## src/rtl/fp_pkg.sv

```systemverilog
// Shared types and constants for the FP datapath.
//   fp32_t       : packed IEEE-754 single {sign, exp, frac}
//   div_state_e  : divider FSM states
//   fp_class_e   : operand classification produced by fp_classify
//   QNAN/POS_INF : canonical special results (single precision)
package fp_pkg;

    localparam int FP_EXP_W  = 8;
    localparam int FP_FRAC_W = 23;

    typedef struct packed {
        logic                 sign;
        logic [FP_EXP_W-1:0]  exp;
        logic [FP_FRAC_W-1:0] frac;
    } fp32_t;

    typedef enum logic [1:0] {
        S_IDLE,
        S_DIVIDE,
        S_NORM,
        S_DONE
    } div_state_e;

    typedef enum logic [2:0] {
        FP_ZERO,
        FP_DENORM,
        FP_NORMAL,
        FP_INF,
        FP_NAN
    } fp_class_e;

    localparam logic [31:0] QNAN    = 32'h7FC0_0000;
    localparam logic [31:0] POS_INF = 32'h7F80_0000;

endpackage

```

## src/rtl/fp_classify.sv

```systemverilog
// Combinational operand classifier.
//   exp, frac : exponent and stored fraction fields of one operand
//   is_zero   : exponent and fraction both zero
//   is_denorm : exponent zero, fraction non-zero
//   is_inf    : exponent all ones, fraction zero
//   is_nan    : exponent all ones, fraction non-zero
module fp_classify
    import fp_pkg::*;
#(
    parameter int EXP_W  = FP_EXP_W,
    parameter int FRAC_W = FP_FRAC_W
) (
    input  logic [EXP_W-1:0]  exp,
    input  logic [FRAC_W-1:0] frac,
    output logic              is_zero,
    output logic              is_denorm,
    output logic              is_inf,
    output logic              is_nan
);

    fp_class_e cls;

    always_comb begin
        cls = FP_NORMAL;
        if (exp == '0)
            cls = (frac == '0) ? FP_ZERO : FP_DENORM;
        else if (exp == '1)
            cls = (frac == '0) ? FP_INF : FP_NAN;
    end

    assign is_zero   = (cls == FP_ZERO);
    assign is_denorm = (cls == FP_DENORM);
    assign is_inf    = (cls == FP_INF);
    assign is_nan    = (cls == FP_NAN);

endmodule

```

## src/rtl/fp_divider.sv

```systemverilog
// Sequential IEEE-754 divider, quotient = dividend / divisor.
// Radix-2 restoring mantissa division, one quotient bit per clock,
// truncating rounding, denormals flushed to zero.
//   clk, rst_n            : clock, async active-low reset
//   in_valid/in_ready     : operand handshake (ready only when idle)
//   dividend, divisor     : IEEE operands
//   out_valid/out_ready   : result handshake
//   quotient, div_by_zero : result and x/0 flag, qualified by out_valid
module fp_divider
    import fp_pkg::*;
#(
    parameter int EXP_W  = FP_EXP_W,
    parameter int FRAC_W = FP_FRAC_W
) (
    input  logic                      clk,
    input  logic                      rst_n,
    input  logic                      in_valid,
    output logic                      in_ready,
    input  logic [EXP_W+FRAC_W:0]     dividend,
    input  logic [EXP_W+FRAC_W:0]     divisor,
    output logic                      out_valid,
    input  logic                      out_ready,
    output logic [EXP_W+FRAC_W:0]     quotient,
    output logic                      div_by_zero
);

    localparam int W    = 1 + EXP_W + FRAC_W;
    localparam int MW   = FRAC_W + 1;          // mantissa incl. hidden 1
    localparam int RW   = MW + 2;              // remainder, headroom for the shift
    localparam int EW   = EXP_W + 2;           // signed exponent difference
    localparam int BIAS = 2**(EXP_W-1) - 1;
    localparam int CW   = $clog2(MW + 1);
    localparam logic [CW-1:0]        LAST    = CW'(MW);  // MW+1 quotient bits
    localparam logic signed [EW-1:0] EXP_MAX = EW'(2**EXP_W - 1);

    localparam logic [W-2:0] INF_MAG  = {{EXP_W{1'b1}}, {FRAC_W{1'b0}}};
    localparam logic [W-1:0] QNAN_VAL = {1'b0, {EXP_W{1'b1}}, 1'b1, {(FRAC_W-1){1'b0}}};

    // operand fields
    logic              sa, sb;
    logic [EXP_W-1:0]  ea, eb;
    logic [FRAC_W-1:0] fa, fb;

    assign {sa, ea, fa} = dividend;
    assign {sb, eb, fb} = divisor;

    logic a_zero, a_den, a_inf, a_nan;
    logic b_zero, b_den, b_inf, b_nan;

    fp_classify #(.EXP_W(EXP_W), .FRAC_W(FRAC_W)) u_cls_a (
        .exp(ea), .frac(fa),
        .is_zero(a_zero), .is_denorm(a_den), .is_inf(a_inf), .is_nan(a_nan)
    );

    fp_classify #(.EXP_W(EXP_W), .FRAC_W(FRAC_W)) u_cls_b (
        .exp(eb), .frac(fb),
        .is_zero(b_zero), .is_denorm(b_den), .is_inf(b_inf), .is_nan(b_nan)
    );

    // denormals behave exactly like zero
    logic a_z, b_z, sign_in;
    assign a_z     = a_zero | a_den;
    assign b_z     = b_zero | b_den;
    assign sign_in = sa ^ sb;

    logic         special, special_dbz;
    logic [W-1:0] special_res;

    always_comb begin
        special     = 1'b1;
        special_dbz = 1'b0;
        special_res = {sign_in, {(W-1){1'b0}}};
        if (a_nan || b_nan || (a_z && b_z) || (a_inf && b_inf))
            special_res = QNAN_VAL;
        else if (a_inf)
            special_res = {sign_in, INF_MAG};
        else if (b_z) begin
            special_res = {sign_in, INF_MAG};
            special_dbz = 1'b1;
        end else if (a_z || b_inf)
            special_res = {sign_in, {(W-1){1'b0}}};
        else
            special = 1'b0;
    end

    logic signed [EW-1:0] exp_in;
    assign exp_in = EW'({2'b00, ea}) - EW'({2'b00, eb}) + EW'(BIAS);

    // state and datapath registers
    div_state_e           state, state_nxt;
    logic                 sign;
    logic signed [EW-1:0] exp_diff;
    logic [RW-1:0]        rem;
    logic [MW-1:0]        mb;
    logic [MW:0]          q;
    logic [CW-1:0]        cnt;

    // one restoring step
    logic [RW-1:0] rem_sub, rem_keep;
    logic          rem_ge;
    assign rem_ge   = (rem >= {2'b00, mb});
    assign rem_sub  = rem - {2'b00, mb};
    assign rem_keep = rem_ge ? rem_sub : rem;

    // normalisation: q is in [2^(MW-1), 2^(MW+1)) since both mantissas are in [1,2)
    logic signed [EW-1:0] exp_n;
    logic [FRAC_W-1:0]    frac_n;
    assign exp_n  = q[MW] ? exp_diff : exp_diff - EW'(1);
    assign frac_n = q[MW] ? q[MW-1:1] : q[MW-2:0];

    assign in_ready  = (state == S_IDLE);
    assign out_valid = (state == S_DONE);

    always_ff @(posedge clk or negedge rst_n) begin
        if (!rst_n)
            state <= S_IDLE;
        else
            state <= state_nxt;
    end

    always_comb begin
        state_nxt = state;
        case (state)
            S_IDLE:   if (in_valid) state_nxt = special ? S_DONE : S_DIVIDE;
            S_DIVIDE: if (cnt == LAST) state_nxt = S_NORM;
            S_NORM:   state_nxt = S_DONE;
            S_DONE:   if (out_ready) state_nxt = S_IDLE;
            default:  state_nxt = S_IDLE;
        endcase
    end

    always_ff @(posedge clk or negedge rst_n) begin
        if (!rst_n) begin
            sign        <= 1'b0;
            exp_diff    <= '0;
            rem         <= '0;
            mb          <= '0;
            q           <= '0;
            cnt         <= '0;
            quotient    <= '0;
            div_by_zero <= 1'b0;
        end else begin
            case (state)
                S_IDLE: if (in_valid) begin
                    sign     <= sign_in;
                    exp_diff <= exp_in;
                    rem      <= {2'b00, 1'b1, fa};
                    mb       <= {1'b1, fb};
                    q        <= '0;
                    cnt      <= '0;
                    if (special) begin
                        quotient    <= special_res;
                        div_by_zero <= special_dbz;
                    end
                end
                S_DIVIDE: begin
                    q   <= {q[MW-1:0], rem_ge};
                    rem <= {rem_keep[RW-2:0], 1'b0};
                    cnt <= (cnt == LAST) ? '0 : cnt + CW'(1);
                end
                S_NORM: begin
                    div_by_zero <= 1'b0;
                    if (exp_n >= EXP_MAX)
                        quotient <= {sign, INF_MAG};
                    else if (exp_n[EW-1] || exp_n == '0)
                        quotient <= {sign, {(W-1){1'b0}}};
                    else
                        quotient <= {sign, exp_n[EXP_W-1:0], frac_n};
                end
                default: ;
            endcase
        end
    end

endmodule
```

## config.mk

```make
export PLATFORM = sky130hd
export DESIGN_NAME = fp_divider
export DESIGN_NICKNAME = d
export VERILOG_FILES = /design/src/rtl/fp_pkg.sv /design/src/rtl/fp_classify.sv /design/src/rtl/fp_divider.sv
export SDC_FILE = /design/constraint.sdc
export NUM_CORES = 1
export LEC_CHECK = 0
export BUFFER_PORTS_ARGS = -buffer_cell sky130_fd_sc_hd__buf_2
export CAP_MARGIN = 25
export CORE_MARGIN = 2
export CORE_UTILIZATION = 55
export CTS_BUF_LIST = sky130_fd_sc_hd__clkbuf_16
export CTS_CLUSTER_DIAMETER = 120
export DETAILED_ROUTE_END_ITERATION = 10
export HOLD_SLACK_MARGIN = 0.05
export MAX_ROUTING_LAYER = met4
export PLACE_DENSITY = 0.76
export SYNTH_ARGS = -nofsm -noshare
export SYNTH_HDL_FRONTEND = slang
export SYNTH_SLANG_ARGS = --single-unit
```

## constraint.sdc

```tcl
create_clock -name clk -period 8 [get_ports clk]
set_input_delay 2.4 -clock clk [delete_from_list [all_inputs] [get_ports clk]]
set_output_delay 2.4 -clock clk [all_outputs]
set_load 0.005 [all_outputs]
```

Yosys cells after proc, flatten, opt, wreduce, memory -nomap -nowiden
Index checks and enable logic that the tools add are counted.
Widths: inputs -> output; s select.
{ "totals": {"register_bits": 126, "latchBits": 0, "mem_bits_rw": 0, "romBits": 0, "input_bits": 68, "output_inout_bits": 35, "word_cells": 97, "mem_count": 0} }
{ "classes": {"add_sub_neg": 5, "n_mul": 0, "div": 0, "order_cmp": 2, "eq_ne": 16, "n_shift": 0, "n_mux": 41, "bitwise_logic": 3, "n_reduce_logical": 21} }
{ "ops": {"columns": ["cell", "count"], "rows": [
  ["$mux 31", 4],
  ["$mux 32", 3],
  ["$pmux 32 s2", 1],
  ["$pmux 26 s2", 1],
  ["$mux 25", 2],
  ["$pmux 25 s2", 1],
  ["$logic_not 23->1", 2],
  ["$ge 26x24->1", 1],
  ["$mux 26", 1],
  ["$sub 25x24->25", 1],
  ["$mux 23", 1],
  ["$mux 3", 6],
  ["$eq 8x8->1 const B", 2],
  ["$logic_not 8->1", 2],
  ["$mux 1", 11],
  ["$add 9x8->10 const B", 1],
  ["$ge 10x9->1 const B", 1],
  ["$logic_not 10->1", 1],
  ["$mux 10", 1],
  ["$mux 5", 2],
  ["$pmux 5 s2", 1],
  ["$sub 10x2->10 const B", 1],
  ["$sub 8x8->9", 1],
  ["$mux 2", 4],
  ["other kinds (20)", 36]
]} }

Logic depth before layout (Yosys ltp)
{ "depth": {"word_depth": 14, "ltp_mapped": 12, "depth_no_buf": 12} }

Hierarchy
From an unflattened synthesis, not the netlist that was laid out.
{ "hier_totals": {"cells_unflattened": 853, "area_unflattened_um2": 8007.7} }
{ "modules_own_cells": {"columns": ["mod", "instances", "cells_per_inst", "area_each_um2", "seq_area_each_um2"], "rows": [
  ["fp_divider", 1, 813, 7737.4, 3153.0],
  ["fp_classify", 2, 20, 135.1, 0.0]
]} }

Worst setup path after synthesis
Ideal clock, no wire load.
{ "synth_timing": {"path_kind": "input to register", "start": "input dividend[23]", "end": "register exp_diff[8]", "setup_time_ns": 0.087, "t_arrival_ns": 4.494, "required_ns": 7.913, "slack_ns": 3.420, "cell_stages": 12, "n_path_buf": 0, "path_cell_list": "inv_1 -> ha_1 -> inv_1 -> fa_1 -> a21o_1 -> a21oi_1 -> o21bai_1 -> a211oi_1 -> a21oi_1 -> or3_1 -> a21o_1 -> o211ai_1"} }
{ "synth_between": {"elab_chain_len": 2} }
{ "synth_rtl": {"columns": ["element", "line", "source"], "rows": [
  ["start: declaration", "fp_divider.sv:19", "input logic [EXP_W+FRAC_W:0] dividend,"],
  ["$sub 8x8->9", "fp_divider.sv:87", "assign exp_in = EW'({2'b00, ea}) - EW'({2'b00, eb}) + EW'(BIAS);"],
  ["$add 9x8->10", "fp_divider.sv:87", null],
  ["end signal: assignment", "fp_divider.sv:146", "exp_diff <= exp_in;"],
  ["end: declaration", "fp_divider.sv:92", "logic signed [EW-1:0] exp_diff;"]
]} }
Every way passes these cells.
A chain may end at the register's enable or synchronous reset.

Final worst setup path
{ "layout_timing": {"start": "input dividend[24]", "end": "register quotient[25]"} }
{ "layout_between": {"elab_chain_len": 12, "word_cells_on_any_way": 26, "classes_between": "eq/ne (5); mux (11); bitwise (1); reduce/logical (9)"} }
{ "layout_rtl": {"columns": ["element", "line", "source"], "rows": [
  ["$eq 8x8->1", "fp_classify.sv:27", "else if (exp == '1)"],
  ["$mux 3", "fp_classify.sv:27", null],
  ["$mux 3 (*)", "fp_classify.sv:25", "if (exp == '0)"],
  ["$eq 3x1->1 / $logic_not 3->1 (equally long branches)", "fp_classify.sv:32, fp_classify.sv:31", null],
  ["$or 1x1->1", "fp_divider.sv:62", "assign a_z = a_zero | a_den;"],
  ["$logic_or 1x1->1 / $logic_and 1x1->1 (equally long branches)", "fp_divider.sv:80, fp_divider.sv:73", null],
  ["$mux 1 / $logic_or 1x1->1 (equally long branches)", "fp_divider.sv:80, fp_divider.sv:73", null],
  ["$mux 1 / $logic_or 1x1->1 (equally long branches)", "fp_divider.sv:77, fp_divider.sv:73", null],
  ["$mux 1 / $mux 32 (equally long branches)", "fp_divider.sv:75, fp_divider.sv:73", null],
  ["$mux 1 / $mux 32 (equally long branches)", "fp_divider.sv:73, fp_divider.sv:151", null],
  ["$ne 2x1->1 (no source line) / $mux 32 (equally long branches)", null, null],
  ["$reduce_and 3->1 (no source line) / $pmux 32 s2 (equally long branches)", null, null],
  ["end signal: assignment", "fp_divider.sv:152", "quotient <= special_res;"],
  ["end signal: assignment", "fp_divider.sv:164", "quotient <= {sign, INF_MAG};"],
  ["end signal: assignment", "fp_divider.sv:166", "quotient <= {sign, {(W-1){1'b0}}};"],
  ["end: declaration", "fp_divider.sv:23", "output logic [EXP_W+FRAC_W:0] quotient,"]
]} }
Mark *: on every way between the ends. The rest lies on a longest branch, timed or not. The select of a mux whose other input is x is not followed.

==> results.md <==
- Tightest Hold Check Type: reg2reg
- First-pass DRT Iterations: 5
- #FFs+latches synth: 126
- Power per cell area: 436 mW/mm²
- Number of buffers created by CTS: 17
- Hold path start: mb[23]
- Crit path setup slack, layout: 3480 ps
- Post-CTS Hold Buffers: 0
- # diodes: 0
- Area grow syn2layout: 15.8%
- Top Family by Delay on Critical Path: compound AO/OA/AOI/OAI gates
- Worst hold endpoint: mb[23]
- Clk pin slew, worst setup/hold paths: 60 ps
- Setup Viol. Count Final: 0
- Synth unique cells: 72
- Met3 wire length: 796 µm
- Top cell type's share of synthesized area: 39.3%
- Syn_nets: 1034
- Initial DRC Count: 470
- Final WL: 19700 µm
- Clock tree sinks: 126
- I/O pin count: 103
- Met1 Wirelength: 9320 µm
- Slew Viols, Final: 0
- R2R depth: 9
- Synthesized cell area: 0.00803 mm²
- Crit Path Max Fanout: 18
- TritonCTS clock tree: done
- Post-layout min period: 4520 ps
- Required @ worst endpoint: 8360 ps
- Worst path arrival time: 4880 ps
- Status: complete, no violations
- Total Nets Final: 1120
- Asr flop ratio synth: 100%
- RR Startpoint: rem[2]
- Max Cap Violations: 0
- Fin. Hold Viols: 0
- Hold Path Depth: 2
- Setup CP Type: in2reg
- Fillcell total: 1211
- Resized Gates After CTS: 0
- Setup Fix Bufs, Post-CTS: 0
- IO Port Bufs: 102
- Clock skew: 6.76 ps
- Root buf cell: clkbuf_16
- Core Box Area: 0.0144 mm²
- Dominant cells by area after synthesis: dfrtp_1 (39%), nand2_1 (6.8%), ha_1 (6.2%), o21ai_0 (4.4%), mux2i_1 (4.1%)
- Rows: 44
- Clock Tree Buf Depth: 2
- Total track usage: 26.9%
- Max Freq: 221 MHz
- Setup WS pre-CTS: 3060 ps
- CP bufs+invs: 2
- Max Used Layer: met4
- Initial Util: 55.7%
- CTS HTree Levels: 4
- Vias per Instance: 5.83
- Die Y: 125 µm
- Clk_lat worst skew: 420 ps
- First-pass GRT wire length: 33400 µm
- Final HPWL DP: 14200 µm
- Vias: 7031
- Reg-to-Reg End: rem[5]
- Syn. warnings: 0
- GP Congestion: 0.919
- Endpoint type of the worst setup path: flip-flop
- Worst-margin pin slew: 802 ps
- CP max-delay cell: a31oi_2
- Cells after synthesis: 924
- DRC: 0
- Share of layout cells above drive strength 1: 16.3%
- Fin Setup TNS: 0 ps
- Period utilisation layout: 56.4%
- Detail Route Antenna Nets: 0
- Worst vdd ir: 0.000257 V
- CP peak stage delay: 700 ps
- Pin count of the biggest net entering global routing: 82
- Routed len/inst: 16.4 µm
- Sequential area share after synthesis: 39.3%
- Die area: 0.0156 mm²
- Number of flops mapped to enable cells by yosys: 0
- RSZ-0062 raised after global routing: no
- Number of global-route vias before repair: 6741
- Most used DFF post-synth: dfrtp_1
- Normalized max-slew margin: 46.3%
- Met2 WL: 9450 µm
- Crit-path cells: buf_2 -> nor4_1 -> nand2_1 -> o21ai_0 -> or3b_2 -> a31oi_2 -> buf_4 -> nor2_1 -> o21ai_1 -> o22a_1
- Die Wd: 125 µm
- Worst R2R Setup Slack: 4600 ps
- Initial antenna violation count: 0
- Synth Area per Inst: 8.69 µm²
- CP startpoint kind: primary input
- Area leader, netlist: dfrtp_1
- Lkg Pwr: 0.00439 µW
- GRT Residual Overflow: 0
[flip-flops by register name, indices dropped and copies added, names as in the netlist]
register	count
cnt	5
div_by_zero	1
exp_diff	10
mb	24
q	25
quotient	32
rem	26
sign	1
state	2
[report_power, final]
group | internal (µW) | switching, µW | total [µW]
Sequential | 857 | 159 | 1020
Clock | 464 | 310 | 773
Combinational | 925 | 1340 | 2270
Total | 2250 | 1810 | 4060
[per-stage QoR]
stage               instance area [µm²]  util [%]  power (µW)  hold WS (ps)  std cells
finish                             9300      64.5        4060           462       1207
floorplan                          8030         -        2740           418        924
global placement                   8650      60.0        3190           435       1172
detailed placement                 8650      60.0        3240           442       1172
CTS                                9240      64.0        4030           461       1204
global route                       9300      64.5        4380           494       1207
[cell usage in the layout (no fill, tap or decap), types with 6 or more instances in the layout]
cell	netlist	final
nand2_1	145	145
dfrtp_1	126	126
buf_2	6	101
o21ai_0	71	71
inv_1	52	53
nor2_1	45	45
a21oi_1	42	42
ha_1	40	39
nand3_1	36	36
o21ai_1	34	33
mux2i_1	33	33
a21o_1	28	28
xnor2_1	24	24
clkbuf_16	0	17
nor4_1	15	15
nor3_1	14	14
xor2_1	14	14
a31oi_1	12	11
o21a_1	11	11
nand4_1	10	10
buf_4	3	8
and3_1	7	7
o211ai_1	7	7
nand2b_1	6	6
o31ai_1	6	6
[metal layers]
metal	global-route usage, %	up-vias
met5	-	-
met2	43.1	160
li1	-	3482
met1	35.9	3368
met3	4.47	21
met4	7.06	0
[worst max path at each step]
stage / from / to / slack [ps] / depth (start not counted)
finish: dividend[24] / quotient[25] / 3480 / 10
CTS: dividend[23] / exp_diff[7] / 3510 / 12
global placement: dividend[23] / exp_diff[7] / 3120 / 12
global route: dividend[23] / exp_diff[7] / 3250 / 12
floorplan: dividend[23] / exp_diff[8] / 3420 / 12
detailed placement: dividend[23] / exp_diff[7] / 3060 / 12
[Yosys cell counts, drive strengths merged (6+ instances only)]
| cell | count |
|---|---|
| nor4 | 18 |
| xor2 | 14 |
| o211ai | 7 |
| ha | 40 |
| inv | 52 |
| nor2 | 46 |
| nand4 | 11 |
| and2 | 6 |
| o31ai | 6 |
| mux2i | 33 |
| nand2b | 6 |
| nand2 | 145 |
| a2bb2oi | 7 |
| o21a | 11 |
| a21o | 28 |
| dfrtp | 126 |
| nand3 | 37 |
| or3 | 6 |
| and3 | 7 |
| a31oi | 12 |
| xnor2 | 24 |
| a21oi | 42 |
| nor3 | 15 |
| clkbuf | 32 |
| buf | 13 |
| o21ai | 105 |
[cell type report]
class	instances	area, µm²	area share (%)
timing repair buffer	112	626	6.73
tap	184	230	2.48
sequential	126	3150	33.9
inverter	52	195	2.10
multi-input combinational	701	4510	48.5
clock buffer	17	425	4.58
clock inverter	15	161	1.74
[tightest hold or removal path, delay by kind of cell, from the launching register on]
kind | cells | cell delay, ps
DFF | 1 | 330
and+or+nand+nor | 1 | 50
buffers and inverters | 1 | 50
[logic make-up (layout without fill, tap and decap cells)]
logic type | Yosys count | count (layout) | synth area share, %
AOI/OAI and AO/OA | 263 | 263 | 20.8
xor gates and xnor gates | 38 | 38 | 4.14
adders and majority gates | 42 | 42 | 6.73
buffers and inverters | 97 | 196 | 4.86
DFF | 126 | 126 | 39.3
muxes | 38 | 38 | 4.81
and+or+nand+nor | 320 | 320 | 19.4
(Power assumes the default switching activity.)
